File: src/rtl/uart_tx_arbiter.sv
// uart_tx_arbiter
//   Shares one UART transmitter between N_REQ senders. Each sender offers a
//   5-bit payload; the winner of a round-robin search gets its payload tagged
//   with its index ({idx[2:0], payload[4:0]}), the byte is launched with a
//   one-cycle TxD_start, and the arbiter then follows TxD_busy until the
//   transmitter is idle again. If busy never rises within BUSY_TIMEOUT clocks
//   of the launch, the byte is dropped and a sticky timeout_err is raised.
//
// Ports
//   clk, rst_n     clock, asynchronous active-low reset
//   req[N_REQ]     per-requester request level (sampled only while idle)
//   payload        requester i payload at [5i+4:5i]
//   grant[N_REQ]   one-cycle acknowledge, payload of that requester captured
//   TxD_start      one-cycle launch pulse to the transmitter
//   TxD_data       byte being transmitted, held until the next grant
//   TxD_busy       transmitter busy
//   active         high whenever the arbiter is not idle
//   timeout_err    sticky: busy never seen after a launch
//   clear_err      synchronous clear of timeout_err (a new timeout wins)
module uart_tx_arbiter #(
  parameter int unsigned N_REQ        = 4,
  parameter int unsigned BUSY_TIMEOUT = 16
) (
  input  logic               clk,
  input  logic               rst_n,
  input  logic [N_REQ-1:0]   req,
  input  logic [5*N_REQ-1:0] payload,
  output logic [N_REQ-1:0]   grant,
  output logic               TxD_start,
  output logic [7:0]         TxD_data,
  input  logic               TxD_busy,
  output logic               active,
  output logic               timeout_err,
  input  logic               clear_err
);

  typedef enum logic [1:0] {
    IDLE,
    START,
    WAIT_BUSY,
    WAIT_DONE
  } state_t;

  state_t           state;
  logic [2:0]       rr_ptr;
  logic [7:0]       tmo_cnt;

  logic [7:0]       req_ext;
  logic [3:0]       cand;
  logic             win_found;
  logic [2:0]       win_idx;
  logic [4:0]       win_pay;
  logic [N_REQ-1:0] grant_nxt;
  logic [2:0]       rr_next;

  // Widened copy so the 3-bit candidate index is always in range.
  assign req_ext = 8'(req);

  // Round-robin search: first requester at or after rr_ptr, wrapping at N_REQ.
  always_comb begin
    win_found = 1'b0;
    win_idx   = '0;
    cand      = '0;
    for (int unsigned k = 0; k < N_REQ; k++) begin
      cand = 4'({1'b0, rr_ptr} + k);
      if (cand >= 4'(N_REQ)) begin
        cand = cand - 4'(N_REQ);
      end
      if (!win_found && req_ext[cand[2:0]]) begin
        win_found = 1'b1;
        win_idx   = cand[2:0];
      end
    end
  end

  // Winner's payload and one-hot grant; other payloads are never looked at.
  always_comb begin
    win_pay   = '0;
    grant_nxt = '0;
    for (int unsigned i = 0; i < N_REQ; i++) begin
      if (win_idx == 3'(i)) begin
        win_pay      = payload[5*i +: 5];
        grant_nxt[i] = win_found;
      end
    end
  end

  assign rr_next = (win_idx == 3'(N_REQ - 1)) ? '0 : win_idx + 3'd1;

  always_ff @(posedge clk or negedge rst_n) begin
    if (!rst_n) begin
      state       <= IDLE;
      rr_ptr      <= '0;
      tmo_cnt     <= '0;
      grant       <= '0;
      TxD_start   <= 1'b0;
      TxD_data    <= '0;
      active      <= 1'b0;
      timeout_err <= 1'b0;
    end else begin
      grant     <= '0;
      TxD_start <= 1'b0;
      // Cleared first so a timeout in the same cycle below takes precedence.
      if (clear_err) begin
        timeout_err <= 1'b0;
      end
      case (state)
        IDLE: begin
          // A busy transmitter still belongs to a previous byte: hold off.
          if (win_found && !TxD_busy) begin
            grant    <= grant_nxt;
            TxD_data <= {win_idx, win_pay};
            rr_ptr   <= rr_next;
            state    <= START;
            active   <= 1'b1;
          end
        end
        START: begin
          TxD_start <= 1'b1;
          tmo_cnt   <= '0;
          state     <= WAIT_BUSY;
        end
        WAIT_BUSY: begin
          if (TxD_busy) begin
            state <= WAIT_DONE;
          end else if (tmo_cnt == 8'(BUSY_TIMEOUT - 1)) begin
            timeout_err <= 1'b1;
            state       <= IDLE;
            active      <= 1'b0;
          end else begin
            tmo_cnt <= tmo_cnt + 8'd1;
          end
        end
        WAIT_DONE: begin
          if (!TxD_busy) begin
            state  <= IDLE;
            active <= 1'b0;
          end
        end
        default: begin
          state  <= IDLE;
          active <= 1'b0;
        end
      endcase
    end
  end

endmodule

File: config.mk
export PLATFORM = sky130hd
export DESIGN_NAME = uart_tx_arbiter
export DESIGN_NICKNAME = d
export VERILOG_FILES = /design/src/rtl/uart_tx_arbiter.sv
export SDC_FILE = /design/constraint.sdc
export NUM_CORES = 1
export LEC_CHECK = 0
export CAP_MARGIN = 5
export CORE_ASPECT_RATIO = 1.2
export CORE_UTILIZATION = 25
export DETAILED_ROUTE_END_ITERATION = 6
export GPL_TIMING_DRIVEN = 0
export PLACE_DENSITY_LB_ADDON = 0.08
export SLEW_MARGIN = 20
export SYNTH_ARGS = -nofsm -noshare
export SYNTH_HDL_FRONTEND = slang
export SYNTH_SLANG_ARGS = --single-unit
File: constraint.sdc
create_clock -name clk -period 4.6 [get_ports clk]
set_clock_uncertainty 0.05 [all_clocks]
set_input_delay 0.69 -clock clk [delete_from_list [all_inputs] [get_ports clk]]
set_output_delay 0.69 -clock clk [all_outputs]
set_load 0.05 [all_outputs]
==> flow_metrics.tcl, run 1 <==
set metrics [dict create \
    status "finished clean" \
    synth_nets 240 \
    syn_to_final_growth_pct 32.0 \
    cts.sinks 28 \
    cts-buffers-inserted 3 \
    drv_slew 0 \
    grt_pass1_wl_mm 8.04 \
    cp_max_fo 10 \
    core_area_sq_um 7270 \
    wl_mm 4.82 \
    ctsHtreeMaxLevel 1 \
    finalSetupViolCount 0 \
    synth_top_area_share_pct 37.4 \
    yosysUniqueCellTypes 53 \
    endpoint_kind "flop" \
    rows 34 \
    fin_setup_tns_ns 0 \
    crit_arrival_ns 4.09 \
    synth.cell_area_sq_um 1880 \
    die_w_um 81.1 \
    postCtsSetupBuffers 0 \
    holdCritPathClass "input pin to asynchronous set/reset pin" \
    ys_seq_elements 28 \
    dieHeight_um 96.9 \
    fill_cells 739 \
    synth_top_area_cell "dfrtp_1" \
    ys.warnings.count 0 \
    drt_first_pass_iters 4 \
    finalCritPeriodShare_pct 86.4 \
    hold_buffers 0 \
    path_clk_slew_ns 0.11 \
    hold_viol_final 0 \
    instances_no_fill 338 \
    fmax_mhz 252 \
    grt_max_degree 29 \
    ant_nets 0 \
    synth_edf_count 0 \
    antenna_found_initial 0 \
    cp-start-kind "flop" \
    drt_iter0_markers 77 \
    drc_errors 0 \
    place.gp.congestion 0.734 \
    synthFlopType "dfrtp_1" \
    dpl.cell_count 334 \
    dpl_cell_area_sq_um 2400 \
    timing.slew.headroom_pct 55.7 \
    power.leakage_uw 0.00106 \
    power_density_nw_per_um2 660 \
    vias_per_cell 4.70 \
    ctsResizeCount 0 \
    clockBufferDepth 2 \
    seq_area_sq_um 701 \
    max_cap_viol_count 0 \
    wl_per_cell_um 14.2 \
    clk_latency_ns 0.28 \
    tightest_slew_ns 0.664 \
    num_vias 1587 \
    cts_root_buf "clkbuf_8" \
    stdcell_area_sq_um 2470 \
    initial_core_util_pct 25.8 \
    total_power_uw 1630 \
    cts_tree "done" \
    portBuffers 42 \
    synth-async-reset-ratio_pct 100 \
    hpwlAfterDp_mm 3.50 \
    multi_input_comb_area_sq_um 1050 \
    synthCells 202 \
    die-area_sq_um 7850 \
    worstSetupPathType "flop to flop" \
    cp.required_ns 4.71 \
    peakVddDrop_v 0.000239 \
    finalCriticalPeriod_ns 3.98 \
    drive_gt1_share_pct 11.3 \
    rsz0062_at_grt "no" \
    nNetsFinal 287 \
    diodes 0 \
    pin_count 43 \
    postSynthAreaPerCell_sq_um 9.28 \
    synth_area_leaders "dfrtp_1 (37%), ha_1 (6.7%), a221oi_2 (4.0%)" \
    grtUsageTotal_pct 13.1 \
    whs_ns 0.379 \
    grt_pass1_vias 1587 \
    synth_seq_area_share_pct 37.4 \
    gr-total-overflow 0 \
]
registers in the layout, summed over array words and instances, names as in the netlist:
name	flops
timeout_err	1
rr_ptr	3
TxD_data	8
grant	4
TxD_start	1
active	1
state	2
tmo_cnt	8
critical path: stages, from the launching register on:
cell and delay, ns:
dfrtp_1 0.46, buf_4 0.24, inv_1 0.09, ha_1 0.29, buf_4 0.17, mux2_4 0.34
o311ai_2 0.30, nand3_1 0.12, o311a_1 0.35, buf_2 0.18, inv_2 0.08, ha_1 0.31
inv_1 0.08, clkbuf_1 0.22, and3_1 0.24, a211oi_1 0.23, a221oi_2 0.10
path summary, 6_finish.rpt:
path,depth (start not counted),end,slack (ns),from
worst max-delay path,16,TxD_data[2]$_DFFE_PN0P_,0.62,rr_ptr[0]$_DFFE_PN0P_
worst min register to register,1,TxD_data[7]$_DFFE_PN0P_,0.45,TxD_data[7]$_DFFE_PN0P_
max in group asynchronous,1,rr_ptr[1]$_DFFE_PN0P_,3.69,rst_n
min in group clk,1,TxD_data[7]$_DFFE_PN0P_,0.45,TxD_data[7]$_DFFE_PN0P_
worst max register to register,16,TxD_data[2]$_DFFE_PN0P_,0.62,rr_ptr[0]$_DFFE_PN0P_
worst min-delay path,1,tmo_cnt[2]$_DFFE_PN0P_,0.38,rst_n
metal layers:
layer / track usage, % / up-vias / part of all wire, %
met4: 3.71 / 0 / 0.79
met1: 18.2 / 743 / 48
met2: 20.8 / 25 / 47
met3: 1.89 / 2 / 4.4
li1: - / 817 / -
met5: 0 / - / 0
stage by stage:
stage	util, %	setup slack [ns]
2_1_floorplan	-	1.19
4_1_cts	34.0	0.586
3_3_place_gp	33.1	0.583
3_5_place_dp	33.0	0.638
5_1_grt	34.0	0.326
6_report	34.0	0.625
Yosys cell counts (3+ instances only):
cell type,instances
a221oi_2,5
nand2b_1,4
and2_1,3
nor4_1,3
nor3_1,8
buf_2,3
xor2_1,5
o21ai_1,3
ha_1,10
a211oi_1,6
nand2_1,14
a21oi_1,4
nor2_1,20
inv_1,15
and3_1,6
dfrtp_1,28
nand3_1,11
o21ai_0,9
nand4_1,4
area by class of cell:
class | instances | area share, %
tap | 90 | 4.55
inverter | 17 | 2.58
sequential | 28 | 28.3
clock inverter | 1 | 1.21
timing repair buffer | 42 | 16.8
buffer | 10 | 2.58
multi-input combinational | 147 | 42.3
clock buffer | 3 | 1.67
cell usage in the layout (no fill, tap or decap), drive strengths merged, types with 2 or more instances in the layout:
| cell type | Yosys | layout |
|---|---|---|
| nand2b | 4 | 4 |
| mux2 | 4 | 4 |
| a221oi | 5 | 5 |
| xor2 | 5 | 5 |
| buf | 8 | 9 |
| o31ai | 2 | 2 |
| clkdlybuf4s50 | 0 | 41 |
| a21oi | 4 | 4 |
| nor3 | 8 | 8 |
| dfrtp | 28 | 28 |
| and2 | 3 | 3 |
| nand4 | 4 | 4 |
| ha | 10 | 10 |
| a22o | 2 | 2 |
| inv | 17 | 17 |
| o311ai | 2 | 2 |
| nor2 | 20 | 20 |
| clkbuf | 2 | 5 |
| nand3 | 11 | 11 |
| nand2 | 14 | 14 |
| nor4 | 3 | 3 |
| and3 | 6 | 6 |
| a211oi | 7 | 7 |
| o21ai | 12 | 12 |
kinds of logic (layout without fill, tap and decap cells):
family	Yosys count	after routing	synth area share, %
AOI/OAI and AO/OA	44	44	19.5
xor gates and xnor gates	6	6	2.80
adders and majority gates	10	10	6.67
buffers and inverters	27	73	6.80
DFF	28	28	37.4
muxes	6	6	4.74
and+or+nand+nor	81	81	22.1
power breakdown:
group | total, uW | switching (uW) | leakage [uW] | internal [uW]
Clock | 200 | 83.2 | 0.0000357 | 117
Combinational | 1070 | 648 | 0.000665 | 420
Sequential | 366 | 48.3 | 0.000363 | 317
Total | 1630 | 780 | 0.00106 | 854
Note: power is estimated with default switching activity, not from simulation.
==> run 2, diff against run 1 <==
--- a/config.mk
+++ b/config.mk
@@ -6,7 +6,6 @@
 export NUM_CORES = 1
 export LEC_CHECK = 0
 export CAP_MARGIN = 5
-export CORE_ASPECT_RATIO = 1.2
 export CORE_UTILIZATION = 25
 export DETAILED_ROUTE_END_ITERATION = 6
 export GPL_TIMING_DRIVEN = 0
==> run 2 against run 1 <==
  * Utilization rose by 0.25 points
  * Final cell count rose by 2.7%
  * Cell area rose by 0.45%
  * Flip-flop and latch count did not move
  * Worst setup slack improved by 0.046 ns
  * Wire length fell by 5.5%
  * Sequential share of layout area fell by 0.13 points
  * Count of clock-buffer cells in the layout did not move
  * Global-route usage fell by 0.48 points
  * Critical path type unchanged
  * Register-to-register slack improved by 0.05 ns
  * Fmax rose by 1.2%
==> flow_metrics.tcl, run 2 (synthesis gave the netlist of run 1 again) <==
set metrics [dict create \
    dpl_cell_area_sq_um 2410 \
    cp_max_fo 10 \
    slowest_delay_ns 0.48 \
    ant_nets 0 \
    drv_slew 0 \
    ctsResizeCount 0 \
    wl_mm 4.55 \
    path_clk_slew_ns 0.11 \
    finalSetupViolCount 0 \
    vias_per_cell 4.63 \
    hold_buffers 0 \
    fmax_mhz 254 \
    largestRegisters "TxD_data: 8 flops, tmo_cnt: 8 flops, grant: 4 flops" \
    crit_slowest_cell "dfrtp_1" \
    cts_root_buf "clkbuf_8" \
    status "finished clean" \
    die-area_sq_um 7850 \
    path_cells "buf_4 -> inv_1 -> ha_1 -> buf_4 -> mux2_4 -> o311ai_2 -> nand3_1 -> o311a_1 -> buf_2 -> inv_2 -> ha_1 -> inv_1 -> clkbuf_1 -> and3_1 -> a211oi_1 -> a221oi_2" \
    p_sw_share_pct 47.5 \
    cts_tree "done" \
    peakVddDrop_v 0.000333 \
    fin_setup_tns_ns 0 \
    drive_gt1_share_pct 11.3 \
    dieHeight_um 88.6 \
    stdcell_area_sq_um 2490 \
    core_area_sq_um 7250 \
    clk_latency_ns 0.28 \
    rsz0062_at_grt "no" \
    pwr-share-seq_pct 22.7 \
    hold_viol_final 0 \
    diodes 0 \
    tightest_slew_ns 0.661 \
    drt_first_pass_iters 4 \
    clkPwrFrac_pct 12.4 \
    pin_count 43 \
    finalCriticalPeriod_ns 3.93 \
    wl_per_cell_um 13.1 \
    hpwlAfterDp_mm 3.45 \
    rows 31 \
    final_common_cell "clkdlybuf4s50_1" \
    cp.required_ns 4.71 \
    whs_ns 0.374 \
    max_cap_viol_count 0 \
    finalCritPeriodShare_pct 85.4 \
    p_comb_share_pct 65.0 \
    drt_iter0_markers 29 \
    initial_core_util_pct 25.9 \
    grt_pass1_wl_mm 7.70 \
    final_cell_mix "clkdlybuf4s50_1 (41), dfrtp_1 (28), nor2_1 (20)" \
    place.gp.congestion 0.739 \
    die_w_um 88.6 \
    cp-start-kind "flop" \
    timing.slew.headroom_pct 55.9 \
    grt_pass1_vias 1599 \
    portBuffers 42 \
    cts.sinks 28 \
    gr-total-overflow 0 \
    power_density_nw_per_um2 654 \
    clockBufferDepth 2 \
    ctsHtreeMaxLevel 1 \
    p_int_uw 853 \
    grt_max_degree 29 \
    syn_to_final_growth_pct 32.6 \
    cts-buffers-inserted 3 \
    num_vias 1606 \
    endpoint_kind "flop" \
    grtUsageTotal_pct 12.6 \
    power.leakage_uw 0.00106 \
    crit_arrival_ns 4.04 \
    holdCritPathClass "input pin to asynchronous set/reset pin" \
    postCtsSetupBuffers 0 \
    worstSetupPathType "flop to flop" \
    drc_errors 0 \
    nNetsFinal 287 \
    power.switching_uw 773 \
    antenna_found_initial 0 \
]
-- run 2: cell counts in the layout (fill, tap and decap cells not counted) --
No cell type changed its count.
-- run 2: critical path: cells and delay by family, from the launching register on --
| kind | cells | cell delay [ns] |
|---|---|---|
| flip-flops | 1 | 0.48 |
| AND/OR/NAND/NOR | 2 | 0.35 |
| multiplexers | 1 | 0.34 |
| adder cells (fa/ha/maj) | 2 | 0.57 |
| buffers and inverters | 7 | 1.04 |
| AO/OA/AOI/OAI | 4 | 0.99 |
-- run 2: area by class of cell --
cell class	count	area, sq um
Inverter	17	63.8
Fill cell	787	4770
Buffer	10	63.8
Sequential cell	28	701
Clock buffer	3	41.3
Clock inverter	1	30.0
Multi-Input combinational cell	147	1050
Timing Repair Buffer	42	415
Tap cell	99	124
-- run 2: metrics by stage --
step,setup slack [ns],utilization (%),cells,total power (uW)
6_report,0.671,34.3,347,1630
5_1_grt,0.392,34.3,347,1760
3_3_place_gp,0.603,33.4,343,1460
2_1_floorplan,1.19,-,202,1150
4_1_cts,0.638,34.3,347,1650
3_5_place_dp,0.646,33.3,343,1440
-- run 2: power by group through the flow --
| stage | logic [uW] | clock network, uW | registers, uW |
|---|---|---|---|
| 3_3_place_gp | 1080 | 0 | 374 |
| 6_report | 1060 | 201 | 369 |
| 3_5_place_dp | 1060 | 0 | 375 |
| 4_1_cts | 1070 | 208 | 371 |
| 5_1_grt | 1170 | 214 | 379 |
| 2_1_floorplan | 633 | 0 | 522 |
-- run 2: worst paths after layout --
kind                                      endpoint                    start  cells past startpoint  slack [ns]
setup reg to reg           TxD_data[1]$_DFFE_PN0P_    rr_ptr[0]$_DFFE_PN0P_                     16        0.67
hold / removal              tmo_cnt[7]$_DFFE_PN0P_                    rst_n                      1        0.37
min in group clk           TxD_data[7]$_DFFE_PN0P_  TxD_data[7]$_DFFE_PN0P_                      1        0.45
max in group asynchronous  TxD_data[2]$_DFFE_PN0P_                    rst_n                      1        3.69
hold reg to reg            TxD_data[7]$_DFFE_PN0P_  TxD_data[7]$_DFFE_PN0P_                      1        0.45
setup / recovery           TxD_data[1]$_DFFE_PN0P_    rr_ptr[0]$_DFFE_PN0P_                     16        0.67
-- run 2: layer usage --
metal	vias to the layer above	wire length, um	GRT usage (%)
met4	0	24	1.32
met2	32	2080	20.4
met5	-	0	0
met1	749	2270	17.7
li1	823	-	-
met3	2	180	2.89
==> run 3, diff against run 2 <==
--- a/config.mk
+++ b/config.mk
@@ -5,11 +5,13 @@
 export SDC_FILE = /design/constraint.sdc
 export NUM_CORES = 1
 export LEC_CHECK = 0
+export ABC_CLOCK_PERIOD_IN_PS = 4600
 export CAP_MARGIN = 5
 export CORE_UTILIZATION = 25
 export DETAILED_ROUTE_END_ITERATION = 6
 export GPL_TIMING_DRIVEN = 0
 export PLACE_DENSITY_LB_ADDON = 0.08
+export REMOVE_ABC_BUFFERS = 1
 export SLEW_MARGIN = 20
 export SYNTH_ARGS = -nofsm -noshare
 export SYNTH_HDL_FRONTEND = slang
==> run 3 against run 2 <==
  * Utilization is 1.3 points lower
  * Largest power group unchanged
  * Critical path depth shrank 4
  * Critical endpoint unchanged
  * Global-route usage up 0.066 points
  * Non-clock buffer count is 10 lower
  * Worst setup slack got worse by 0.19 ns
  * First-iteration DRC count grew 69%
  * Register-to-register slack got worse by 0.19 ns
  * Clock power decreased by 34%
  * Worst hold slack improved by 0.015 ns
==> flow_metrics.tcl, run 3 (synthesis gave the netlist of run 1 again) <==
set metrics [dict create \
    pin_count 43 \
    worstSetupPathType "flop to flop" \
    initial_core_util_pct 25.9 \
    rsz0062_at_grt "no" \
    status "finished clean" \
    ant_nets 0 \
    clk_latency_ns 0.27 \
    timing.rr.start "rr_ptr[0]$_DFFE_PN0P_" \
    pwr-share-seq_pct 25.8 \
    nNetsFinal 277 \
    die_w_um 88.6 \
    rows 31 \
    cts_root_buf "clkbuf_8" \
    ctsHtreeMaxLevel 1 \
    timing.slew.headroom_pct 41.0 \
    cp.required_ns 4.68 \
    hold_viol_final 0 \
    cp-start-kind "flop" \
    clkPwrFrac_pct 8.8 \
    ctsResizeCount 0 \
    finalSetupViolCount 0 \
    vias_per_cell 4.72 \
    grt_max_degree 29 \
    final_cell_mix "clkdlybuf4s50_1 (41), dfrtp_1 (28), nor2_1 (20)" \
    portBuffers 42 \
    wl_mm 4.48 \
    num_vias 1586 \
    finalCriticalPeriod_ns 4.11 \
    cp_max_fo 15 \
    power_density_nw_per_um2 632 \
    cts-buffers-inserted 3 \
    final_common_cell "clkdlybuf4s50_1" \
    clockBufferDepth 2 \
    tightest_slew_ns 0.885 \
    peakVddDrop_v 0.000308 \
    worstReg2RegEnd "TxD_data[1]$_DFFE_PN0P_" \
    drt_iter0_markers 49 \
    gr-total-overflow 0 \
    wl_per_cell_um 13.3 \
    r2r_slack_ns 0.49 \
    p_comb_share_pct 65.4 \
    reg2reg_depth 12 \
    p_sw_share_pct 49.7 \
    p_int_uw 760 \
    whs_ns 0.389 \
    cts.sinks 28 \
    fin_setup_tns_ns 0 \
    grt_pass1_wl_mm 7.81 \
    finalCritPeriodShare_pct 89.5 \
    drive_gt1_share_pct 8.44 \
    cts_tree "done" \
    max_cap_viol_count 0 \
    die-area_sq_um 7850 \
    core_area_sq_um 7250 \
    drv_slew 0 \
    path_clk_slew_ns 0.09 \
    drt_first_pass_iters 3 \
    postCtsSetupBuffers 0 \
    fmax_mhz 243 \
    largestRegisters "TxD_data: 8 flops, tmo_cnt: 8 flops, grant: 4 flops" \
    diodes 0 \
    power.switching_uw 751 \
    grtUsageTotal_pct 12.7 \
    drc_errors 0 \
    place.gp.congestion 0.759 \
    dieHeight_um 88.6 \
    antenna_found_initial 0 \
    syn_to_final_growth_pct 27.6 \
    hpwlAfterDp_mm 3.27 \
    crit_arrival_ns 4.19 \
    endpoint_kind "flop" \
    power.leakage_uw 0.00101 \
    holdCritPathClass "input pin to asynchronous set/reset pin" \
    hold_buffers 0 \
    grt_pass1_vias 1603 \
]
==> run 3: cell count changes in the layout (fill, tap and decap cells not counted) <==
cell and change:
buf_4 -2, clkbuf_1 -2, buf_6 -2, buf_1 -1, buf_2 -3, bufinv_16 -1
==> run 3: metrics by stage <==
| step | setup WS (ns) | util (%) | total power (uW) | instances | cell area (sq um) |
|---|---|---|---|---|---|
| 6_report | 0.485 | 33.0 | 1510 | 336 | 2390 |
| 5_1_grt | 0.0809 | 33.0 | 1660 | 336 | 2390 |
| 4_1_cts | 0.409 | 33.0 | 1540 | 336 | 2390 |
| 3_5_place_dp | 0.425 | 32.4 | 1400 | 333 | 2350 |
| 3_3_place_gp | 0.404 | 32.5 | 1400 | 333 | 2360 |
| 2_1_floorplan | 1.10 | - | 1110 | 192 | 1810 |
==> run 3: cell type report <==
cell class / instances / area, sq um
Sequential cell: 28 / 701
Inverter: 17 / 63.8
Tap cell: 99 / 124
Fill cell: 752 / 4860
Multi-Input combinational cell: 147 / 1050
Timing Repair Buffer: 42 / 415
Clock buffer: 3 / 41.3
==> run 3: power by group through the flow <==
| stage | combinational [uW] | sequential (uW) | clock, uW |
|---|---|---|---|
| after detailed placement | 1000 | 395 | 0 |
| after CTS | 1010 | 391 | 144 |
| after global placement | 1000 | 401 | 0 |
| final | 988 | 389 | 133 |
| after global routing | 1110 | 405 | 151 |
| after floorplan | 571 | 539 | 0 |
==> run 3: worst max path at each step <==
stage,slack (ns),endpoint,cells after the start,start
2_1_floorplan,1.10,TxD_data[0]$_DFFE_PN0P_,11,rr_ptr[0]$_DFFE_PN0P_
3_3_place_gp,0.40,TxD_data[1]$_DFFE_PN0P_,12,rr_ptr[0]$_DFFE_PN0P_
3_5_place_dp,0.42,TxD_data[1]$_DFFE_PN0P_,12,rr_ptr[0]$_DFFE_PN0P_
4_1_cts,0.41,TxD_data[1]$_DFFE_PN0P_,12,rr_ptr[0]$_DFFE_PN0P_
5_1_grt,0.08,TxD_data[1]$_DFFE_PN0P_,12,rr_ptr[0]$_DFFE_PN0P_
6_report,0.49,TxD_data[1]$_DFFE_PN0P_,12,rr_ptr[0]$_DFFE_PN0P_
==> run 3: critical path: stages, from the launching register on <==
cell and delay (ns):
dfrtp_1 0.73, inv_1 0.16, ha_1 0.51, mux2_4 0.37, o311ai_2 0.29, nand3_1 0.12, o311a_1 0.51, inv_2 0.12
ha_1 0.30, inv_1 0.21, and3_1 0.23, a211oi_1 0.29, a221oi_2 0.10
==> run 3: per-layer routing <==
metal / up-vias / track usage, % / wire length, um
met5: - / 0 / 0
met4: 0 / 1.76 / 15
met3: 2 / 3.45 / 257
met2: 35 / 20.7 / 2050
met1: 752 / 17.1 / 2160
li1: 797 / - / -
